File: src/rtl/aes_mix_pkg.sv
// rtl/aes_mix_pkg.sv - shared types and GF(2^8) helpers for the MixColumns engine
package aes_mix_pkg;

    typedef enum logic [1:0] {
        ST_IDLE = 2'd0,
        ST_RUN  = 2'd1,
        ST_DONE = 2'd2
    } mix_fsm_t;

    typedef logic [7:0][3:0] aes_col_t;

    // Multiply by x modulo x^8 + x^4 + x^3 + x + 1 (0x11B).
    function automatic logic [7:0] gm2(input logic [7:0] b);
        return {b[6:0], 1'b0} ^ (b[7] ? 8'h1b : 8'h00);
    endfunction

    function automatic logic [7:0] gm3(input logic [7:0] b);
        return gm2(b) ^ b;
    endfunction

    function automatic logic [7:0] gm09(input logic [7:0] b);
        return gm2(gm2(gm2(b))) ^ b;
    endfunction

    function automatic logic [7:0] gm11(input logic [7:0] b);
        return gm2(gm2(gm2(b))) ^ gm2(b) ^ b;
    endfunction

    function automatic logic [7:0] gm13(input logic [7:0] b);
        return gm2(gm2(gm2(b))) ^ gm2(gm2(b)) ^ b;
    endfunction

    function automatic logic [7:0] gm14(input logic [7:0] b);
        return gm2(gm2(gm2(b))) ^ gm2(gm2(b)) ^ gm2(b);
    endfunction

    // Column 0 occupies the most significant 32 bits of the state.
    function automatic aes_col_t col_of(input logic [127:0] state, input logic [1:0] idx);
        aes_col_t col;
        case (idx)
            2'd0:    col = state[127:96];
            2'd1:    col = state[95:64];
            2'd2:    col = state[63:32];
            default: col = state[31:0];
        endcase
        return col;
    endfunction

endpackage

File: src/rtl/mix_invmix_col.sv
// rtl/mix_invmix_col.sv - selects one state column and applies MixColumns or InvMixColumns
module mix_invmix_col
    import aes_mix_pkg::*;
(
    input  logic [127:0] i_state,
    input  logic [1:0]   i_col_sel,
    input  logic         i_enc_dec,
    output logic [31:0]  o_col
);

    logic [31:0] w_col;
    logic [7:0]  w_b0;
    logic [7:0]  w_b1;
    logic [7:0]  w_b2;
    logic [7:0]  w_b3;

    assign w_col = col_of(i_state, i_col_sel);
    assign w_b0  = w_col[31:24];
    assign w_b1  = w_col[23:16];
    assign w_b2  = w_col[15:8];
    assign w_b3  = w_col[7:0];

    always_comb begin
        o_col = '0;
        if (i_enc_dec) begin
            o_col[31:24] = gm2(w_b0) ^ gm3(w_b1) ^ w_b2 ^ w_b3;
            o_col[23:16] = w_b0 ^ gm2(w_b1) ^ gm3(w_b2) ^ w_b3;
            o_col[15:8]  = w_b0 ^ w_b1 ^ gm2(w_b2) ^ gm3(w_b3);
            o_col[7:0]   = gm3(w_b0) ^ w_b1 ^ w_b2 ^ gm2(w_b3);
        end else begin
            o_col[31:24] = gm14(w_b0) ^ gm11(w_b1) ^ gm13(w_b2) ^ gm09(w_b3);
            o_col[23:16] = gm09(w_b0) ^ gm14(w_b1) ^ gm11(w_b2) ^ gm13(w_b3);
            o_col[15:8]  = gm13(w_b0) ^ gm09(w_b1) ^ gm14(w_b2) ^ gm11(w_b3);
            o_col[7:0]   = gm11(w_b0) ^ gm13(w_b1) ^ gm09(w_b2) ^ gm14(w_b3);
        end
    end

endmodule

File: src/rtl/mix_cols_seq_engine.sv
// rtl/mix_cols_seq_engine.sv - sequential in-place MixColumns/InvMixColumns over a 128-bit state
module mix_cols_seq_engine
    import aes_mix_pkg::*;
#(
    parameter int NUM_COLS = 1
) (
    input  logic         i_clk,
    input  logic         i_rst,
    input  logic         i_valid,
    output logic         o_ready,
    input  logic [127:0] i_state,
    input  logic         i_enc_dec,
    input  logic         i_bypass,
    output logic         o_valid,
    input  logic         i_ready,
    output logic [127:0] o_state,
    output logic         o_busy
);

    localparam int BEATS = 4 / NUM_COLS;
    localparam int SHIFT = (NUM_COLS == 4) ? 2 : (NUM_COLS == 2) ? 1 : 0;

    if (!(NUM_COLS == 1 || NUM_COLS == 2 || NUM_COLS == 4)) begin : g_bad_num_cols
        $error("mix_cols_seq_engine: NUM_COLS must be 1, 2 or 4");
    end

    mix_fsm_t     r_state;
    logic [1:0]   r_cnt;
    logic [127:0] r_work;
    logic         r_enc;
    logic         r_byp;
    logic         r_valid;

    logic [1:0]   w_sel   [NUM_COLS];
    logic [31:0]  w_mixed [NUM_COLS];
    logic [127:0] w_work_next;
    logic         w_last;
    logic         w_mix_en;

    // Lane g of beat cnt works on column cnt*NUM_COLS + g.
    for (genvar g = 0; g < NUM_COLS; g++) begin : g_col
        assign w_sel[g] = (r_cnt << SHIFT) | 2'(g);

        mix_invmix_col u_col (
            .i_state   (r_work),
            .i_col_sel (w_sel[g]),
            .i_enc_dec (r_enc),
            .o_col     (w_mixed[g])
        );
    end

    always_comb begin
        w_work_next = r_work;
        for (int g = 0; g < NUM_COLS; g++) begin
            for (int c = 0; c < 4; c++) begin
                if (w_sel[g] == 2'(c)) begin
                    w_work_next[127-32*c -: 32] = w_mixed[g];
                end
            end
        end
    end

    assign w_last   = (r_cnt == 2'(BEATS - 1));
    assign w_mix_en = (r_state == ST_RUN) && !r_byp;

    always_ff @(posedge i_clk or posedge i_rst) begin
        if (i_rst) begin
            r_state <= ST_IDLE;
            r_cnt   <= 2'd0;
            r_work  <= '0;
            r_enc   <= 1'b0;
            r_byp   <= 1'b0;
            r_valid <= 1'b0;
        end else begin
            case (r_state)
                ST_IDLE: begin
                    if (i_valid) begin
                        r_work <= i_state;
                        r_enc  <= i_enc_dec;
                        r_byp  <= i_bypass;
                        r_cnt  <= 2'd0;
                        if (i_bypass) begin
                            r_state <= ST_DONE;
                            r_valid <= 1'b1;
                        end else begin
                            r_state <= ST_RUN;
                        end
                    end
                end
                ST_RUN: begin
                    if (w_mix_en) begin
                        r_work <= w_work_next;
                    end
                    if (w_last) begin
                        r_cnt   <= 2'd0;
                        r_state <= ST_DONE;
                        r_valid <= 1'b1;
                    end else begin
                        r_cnt <= r_cnt + 2'd1;
                    end
                end
                ST_DONE: begin
                    if (i_ready) begin
                        r_state <= ST_IDLE;
                        r_valid <= 1'b0;
                    end
                end
                default: begin
                    r_state <= ST_IDLE;
                    r_valid <= 1'b0;
                end
            endcase
        end
    end

    assign o_ready = (r_state == ST_IDLE);
    assign o_busy  = (r_state != ST_IDLE);
    assign o_valid = r_valid;
    assign o_state = r_work;

endmodule

File: config.mk
export PLATFORM = sky130hd
export DESIGN_NAME = mix_cols_seq_engine
export DESIGN_NICKNAME = d
export VERILOG_FILES = /design/src/rtl/aes_mix_pkg.sv /design/src/rtl/mix_invmix_col.sv /design/src/rtl/mix_cols_seq_engine.sv
export SDC_FILE = /design/constraint.sdc
export NUM_CORES = 1
export LEC_CHECK = 0
export BUFFER_PORTS_ARGS = -buffer_cell sky130_fd_sc_hd__buf_2
export CAP_MARGIN = 20
export CORE_AREA = 10 10 147 149
export CTS_CLUSTER_SIZE = 30
export DETAILED_ROUTE_END_ITERATION = 6
export DIE_AREA = 0 0 157 159
export PLACE_DENSITY = 0.81
export SLEW_MARGIN = 20
export SYNTH_ARGS = -nofsm -noshare
export SYNTH_HDL_FRONTEND = slang
export SYNTH_HIERARCHICAL = 1
export SYNTH_SLANG_ARGS = --single-unit
File: constraint.sdc
create_clock -name i_clk -period 6.4 [get_ports i_clk]
set_input_delay 1.28 -clock i_clk [delete_from_list [all_inputs] [get_ports i_clk]]
set_output_delay 1.28 -clock i_clk [all_outputs]
set_load 0.02 [all_outputs]
==> flow_summary.yaml, run 1 <==
outcome:
  run_status: "completed"
worst_setup_path:
  critPathKind: "flip-flop to flip-flop"
  start_kind: "flip-flop"
  worstPathRequired_ns: 6.66
  cp-end-kind: "flip-flop"
  critPathMaxFanout: 21
  cp.arrival_ns: 4.88
floorplanning:
  start_util_pct: 53.04
  num_io_pins: 265
  die_y_um: 159
  rows: 50
  dieArea_mm2: 0.02496
  die_x_um: 157
  core_area_mm2: 0.01858
global_route:
  antenna_found_initial: 1
  grt.met1_usage_pct: 30.47
  grt_pass1_vias: 8526
  grt_busiest_layer: "met2"
  grt_use_total_pct: 24.93
  grt_max_degree: 84
  met2_usage_pct: 42.71
  grt_use_met3_pct: 5.855
  grt.overflow.total: 0
  grt_first_pass_wirelength_um: 48670
synth:
  synthesis.nets: 1059
  synth_fa_ha_area_share_pct: 0.5079
  synth_cell_types: 51
  synth-xor-area-share_pct: 19.18
  synth_top_family_by_area: "multiplexers"
  synth-edff-count: 0
  async_flop_share_pct: 100.0
  synth_top_flop_cell: "dfrtp_1"
  synth_top_area_share_pct: 34.28
  yosys-top-cells-area: "dfrtp_1 34%, mux2i_1 13%, xnor2_1 10%"
  synthMuxAreaShare_pct: 20.86
  syn-mean-instance-area_um2: 10.70
  synth_compound_area_share_pct: 8.621
  ys.warnings.count: 6
  synth-simple-area-share_pct: 6.145
  yosysSeqAreaShare_pct: 34.28
  netlist_area_mm2: 0.009854
  yosys.area.top_type: "dfrtp_1"
  synth-seq-cells: 135
  syn-instance-count: 921
place:
  gp_congestion: 0.9710
  portBuffers: 264
  dp.final_hpwl_um: 23280
drt:
  drt-initial-drc-count: 636
  detail-route-antenna-nets: 0
  vias_per_cell: 5.677
  num_vias: 7987
  drc: 0
  dr.pass1.iters: 5
  wl_um: 31400
  wire_per_inst_um: 22.32
clock_network:
  clock-sinks: 135
  clk_pin_slew_worst_paths_ns: 0.06
  max-clock-path-buffers: 2
  cts_resized: 0
  h-tree-depth: 4
  cts_buffers: 17
  cts_tree: "done"
  post_cts_buffers: 0
  ctsRootBufferMaster: "clkbuf_16"
  ctsHoldBuffers: 0
  clk_latency_ns: 0.43
sta:
  setup_tns_ns: 0
  drv_slew: 0
  slew_headroom_pct: 33.26
  hold_viol_final: 0
  tightest_slew_ns: 1.001
  period_needed_ns: 4.612
  fin_crit_sh_pct: 72.05
  rsz0062_at_grt: "false"
  finClkSkew_ns: 0.01010
  fmax_ghz: 0.2168
  setup_violations: 0
finish:
  n_antenna_cell: 0
  drive_gt1_share_pct: 31.71
  areaGrowthSynthToFinish_pct: 17.98
  final_cell_mix: "264 x buf_2, 133 x dfrtp_1, 132 x inv_1"
  layout.nets: 1298
  final_common_cell: "buf_2"
job:
  drv_cap: 0
min_path:
  min_path_type: "flip-flop to flip-flop"
stage by stage:
step	area, um2	utilization, %	hold WS, ns	instances	setup WS (ns)
floorplan	9854	-	0.5121	921	1.509
global placement	11040	59.42	0.4901	1375	1.982
detailed placement	11040	59.42	0.5015	1375	1.856
CTS	11630	62.57	0.5150	1407	1.754
global route	11630	62.57	0.5464	1407	1.542
finish	11630	62.57	0.5102	1407	1.789
critical path, stage by stage, from the launching register on:
cell     delay (ns)
dfrtp_2        0.79
buf_4          0.45
mux4_1         0.91
xnor2_4        0.33
xor2_2         0.37
xnor2_1        0.20
nor2_1         0.08
xnor2_1        0.34
xnor3_1        0.40
and3b_1        0.24
a21oi_1        0.19
mux2i_1        0.12
final timing paths:
check | from | to | slack, ns | cells past startpoint
worst max-delay path | r_cnt[0]$_DFFE_PP0P_ | o_state[104]$_DFFE_PP0P_ | 1.79 | 11
worst min-delay path | o_valid$_DFFE_PP0P_ | o_valid$_DFFE_PP0P_ | 0.51 | 2
worst max register to register | r_cnt[0]$_DFFE_PP0P_ | o_state[104]$_DFFE_PP0P_ | 1.79 | 11
worst min register to register | o_valid$_DFFE_PP0P_ | o_valid$_DFFE_PP0P_ | 0.51 | 2
max in group asynchronous | i_rst | o_state[8]$_DFFE_PP0P_ | 4.17 | 3
min in group asynchronous | i_rst | o_state[48]$_DFFE_PP0P_ | 0.99 | 2
cells in the mapped netlist (all sizes together), types with 3 or more instances:
| cell | n |
|---|---|
| a21oi | 135 |
| dfrtp | 135 |
| inv | 133 |
| mux2i | 130 |
| xnor2 | 129 |
| xor2 | 53 |
| buf | 44 |
| and3b | 32 |
| mux4 | 32 |
| nor2 | 19 |
| clkbuf | 11 |
| nand2 | 11 |
| o21ai | 11 |
| nand2b | 5 |
| ha | 4 |
| nand3b | 4 |
| nor4b | 4 |
| xnor3 | 4 |
| nor2b | 3 |
kinds of logic after synthesis:
kind of cell / Yosys count
compound gates: 154
xor+xnor: 186
fa+ha+maj: 4
buf+inv: 188
flops: 135
mux: 164
simple gates: 90
layer usage:
layer,wire length (um),up-vias
met1,12390,4023
met5,13,-
met2,16160,353
li1,-,3557
met4,655,2
met3,2191,52
sequential cells by signal, summed over array words and instances, names as in the netlist:
name     count
r_byp        1
o_valid      1
r_state      2
o_state    128
r_cnt        2
r_enc        1
area by class of cell:
type | count | area, um2
timing repair buffer | 275 | 1404
tap | 234 | 292.8
sequential | 135 | 3381
multi-input combinational | 598 | 5459
fill | 1457 | 6954
clock buffer | 21 | 460.4
clock inverter | 11 | 125.1
inverter | 133 | 504.2
Power of run 1 is left out: the tool's default activity adds up to more than one toggle a clock period on the data nets, which glitch-free logic cannot reach.
==> run 2: changes to the inputs <==
Clock period 6.4 ns to 4.6 ns, I/O delays scaled along.
==> flow_summary.yaml, run 2 (synthesized netlist as in run 1, its figures left out) <==
finish:
  drive_gt1_share_pct: 32.18
  largest_register_ffs: 128
  areaGrowthSynthToFinish_pct: 19.01
  layout.nets: 1309
  final_common_cell: "buf_2"
  final_cell_mix: "264 x buf_2, 133 x dfrtp_1, 132 x inv_1"
  final.fill_count: 1471
sta:
  drv_slew: 0
  period_needed_ns: 4.011
  worst_slack_ns: 0.5891
  rsz0062_at_grt: "false"
  finClkSkew_ns: 0.009069
  fmax_ghz: 0.2493
  setup_violations: 0
  tightest_slew_ns: 1.067
  fin_crit_sh_pct: 87.19
  hold_viol_final: 0
  slew_headroom_pct: 28.86
  setup_tns_ns: 0
floorplanning:
  rows: 50
  dieArea_mm2: 0.02496
  die_x_um: 157
  core_area_mm2: 0.01858
  start_util_pct: 53.04
  die_y_um: 159
  num_io_pins: 265
clock_network:
  cts_buffers: 17
  ctsHoldBuffers: 0
  max-clock-path-buffers: 2
  post_cts_buffers: 0
  h-tree-depth: 4
  clk_pin_slew_worst_paths_ns: 0.06
  cts_resized: 0
  clock-sinks: 135
  ctsRootBufferMaster: "clkbuf_16"
  cts_tree: "done"
  clk_latency_ns: 0.43
min_path:
  worstHoldEndpoint: "o_valid$_DFFE_PP0P_"
  hold_depth: 2
  hp-start: "o_valid$_DFFE_PP0P_"
  min_path_type: "flip-flop to flip-flop"
worst_setup_path:
  reg2reg_slack_ns: 0.59
  path_cells: "buf_4 > mux4_2 > xor2_2 > xor2_2 > xor2_1 > xnor2_1 > o21ai_0 > xnor2_1 > and3b_1 > a21oi_1 > mux2i_1"
  worstPathRequired_ns: 4.94
  start_kind: "flip-flop"
  rr_worst_depth: 11
  critPathMaxStageDelay_ns: 0.68
  cp-end-kind: "flip-flop"
  r2r_end: "o_state[73]$_DFFE_PP0P_"
  slowest_stage: "mux4_2"
  r2r-start: "r_cnt[0]$_DFFE_PP0P_"
  critPathKind: "flip-flop to flip-flop"
  critPathMaxFanout: 17
  cp.arrival_ns: 4.35
drt:
  drc: 0
  wl_um: 31770
  detail-route-antenna-nets: 0
  wire_per_inst_um: 22.39
  num_vias: 7929
  drt-initial-drc-count: 543
  vias_per_cell: 5.588
  dr.pass1.iters: 5
outcome:
  run_status: "completed"
global_route:
  grt_first_pass_wirelength_um: 48800
  grt_pass1_vias: 8661
  grt_use_total_pct: 25.19
  antenna_found_initial: 2
  grt_max_degree: 77
  grt.overflow.total: 0
job:
  drv_cap: 0
place:
  dp.final_hpwl_um: 24380
  place_ws_ns: 0.5883
  portBuffers: 264
  gp_congestion: 0.9871
run 2: critical path: cells and delay by family, from the launching register on:
family	cells	cell delay (ns)
XOR/XNOR	5	1.55
multiplexers	2	0.86
flip-flops	1	0.56
buffers and inverters	1	0.38
AND/OR/NAND/NOR	1	0.36
AO/OA/AOI/OAI	2	0.19
run 2: area by class of cell:
cell class                      instances  area [um2]  area share [%]
Antenna cell                            1       2.502         0.02134
Inverter                              133       504.2           4.300
Tap cell                              234       292.8           2.497
Multi-Input combinational cell        598        5459           46.55
Clock inverter                          8       120.1           1.024
Clock buffer                           24       481.7           4.108
Timing Repair Buffer                  286        1486           12.67
Sequential cell                       135        3381           28.83
run 2: worst max path at each step:
stage	startpoint	endpoint	slack, ns
6_report	r_cnt[0]$_DFFE_PP0P_	o_state[73]$_DFFE_PP0P_	0.59
4_1_cts	r_cnt[0]$_DFFE_PP0P_	o_state[61]$_DFFE_PP0P_	0.57
2_1_floorplan	i_rst	o_state[0]$_DFFE_PP0P_	0.07
5_1_grt	r_cnt[0]$_DFFE_PP0P_	o_state[3]$_DFFE_PP0P_	0.28
3_3_place_gp	r_cnt[0]$_DFFE_PP0P_	o_state[40]$_DFFE_PP0P_	0.73
3_5_place_dp	r_cnt[0]$_DFFE_PP0P_	o_state[35]$_DFFE_PP0P_	0.59
run 2: metal layers:
| metal | vias up | track usage, % | wire, um |
|---|---|---|---|
| li1 | 3584 | - | - |
| met1 | 3891 | 29.09 | 12200 |
| met2 | 370 | 43.29 | 16300 |
| met3 | 82 | 6.071 | 2171 |
| met4 | 2 | 10.73 | 1081 |
| met5 | - | 0 | 13 |
run 2: metrics by stage:
stage / cells / utilization [%] / instance area, um2 / hold slack (ns)
after global placement: 1386 / 59.87 / 11120 / 0.5007
after global routing: 1419 / 63.12 / 11730 / 0.5556
after CTS: 1418 / 63.10 / 11730 / 0.5333
after floorplan: 921 / - / 9854 / 0.5121
final: 1419 / 63.12 / 11730 / 0.5227
after detailed placement: 1386 / 59.87 / 11120 / 0.5209
Power of run 2 is left out for the same reason.
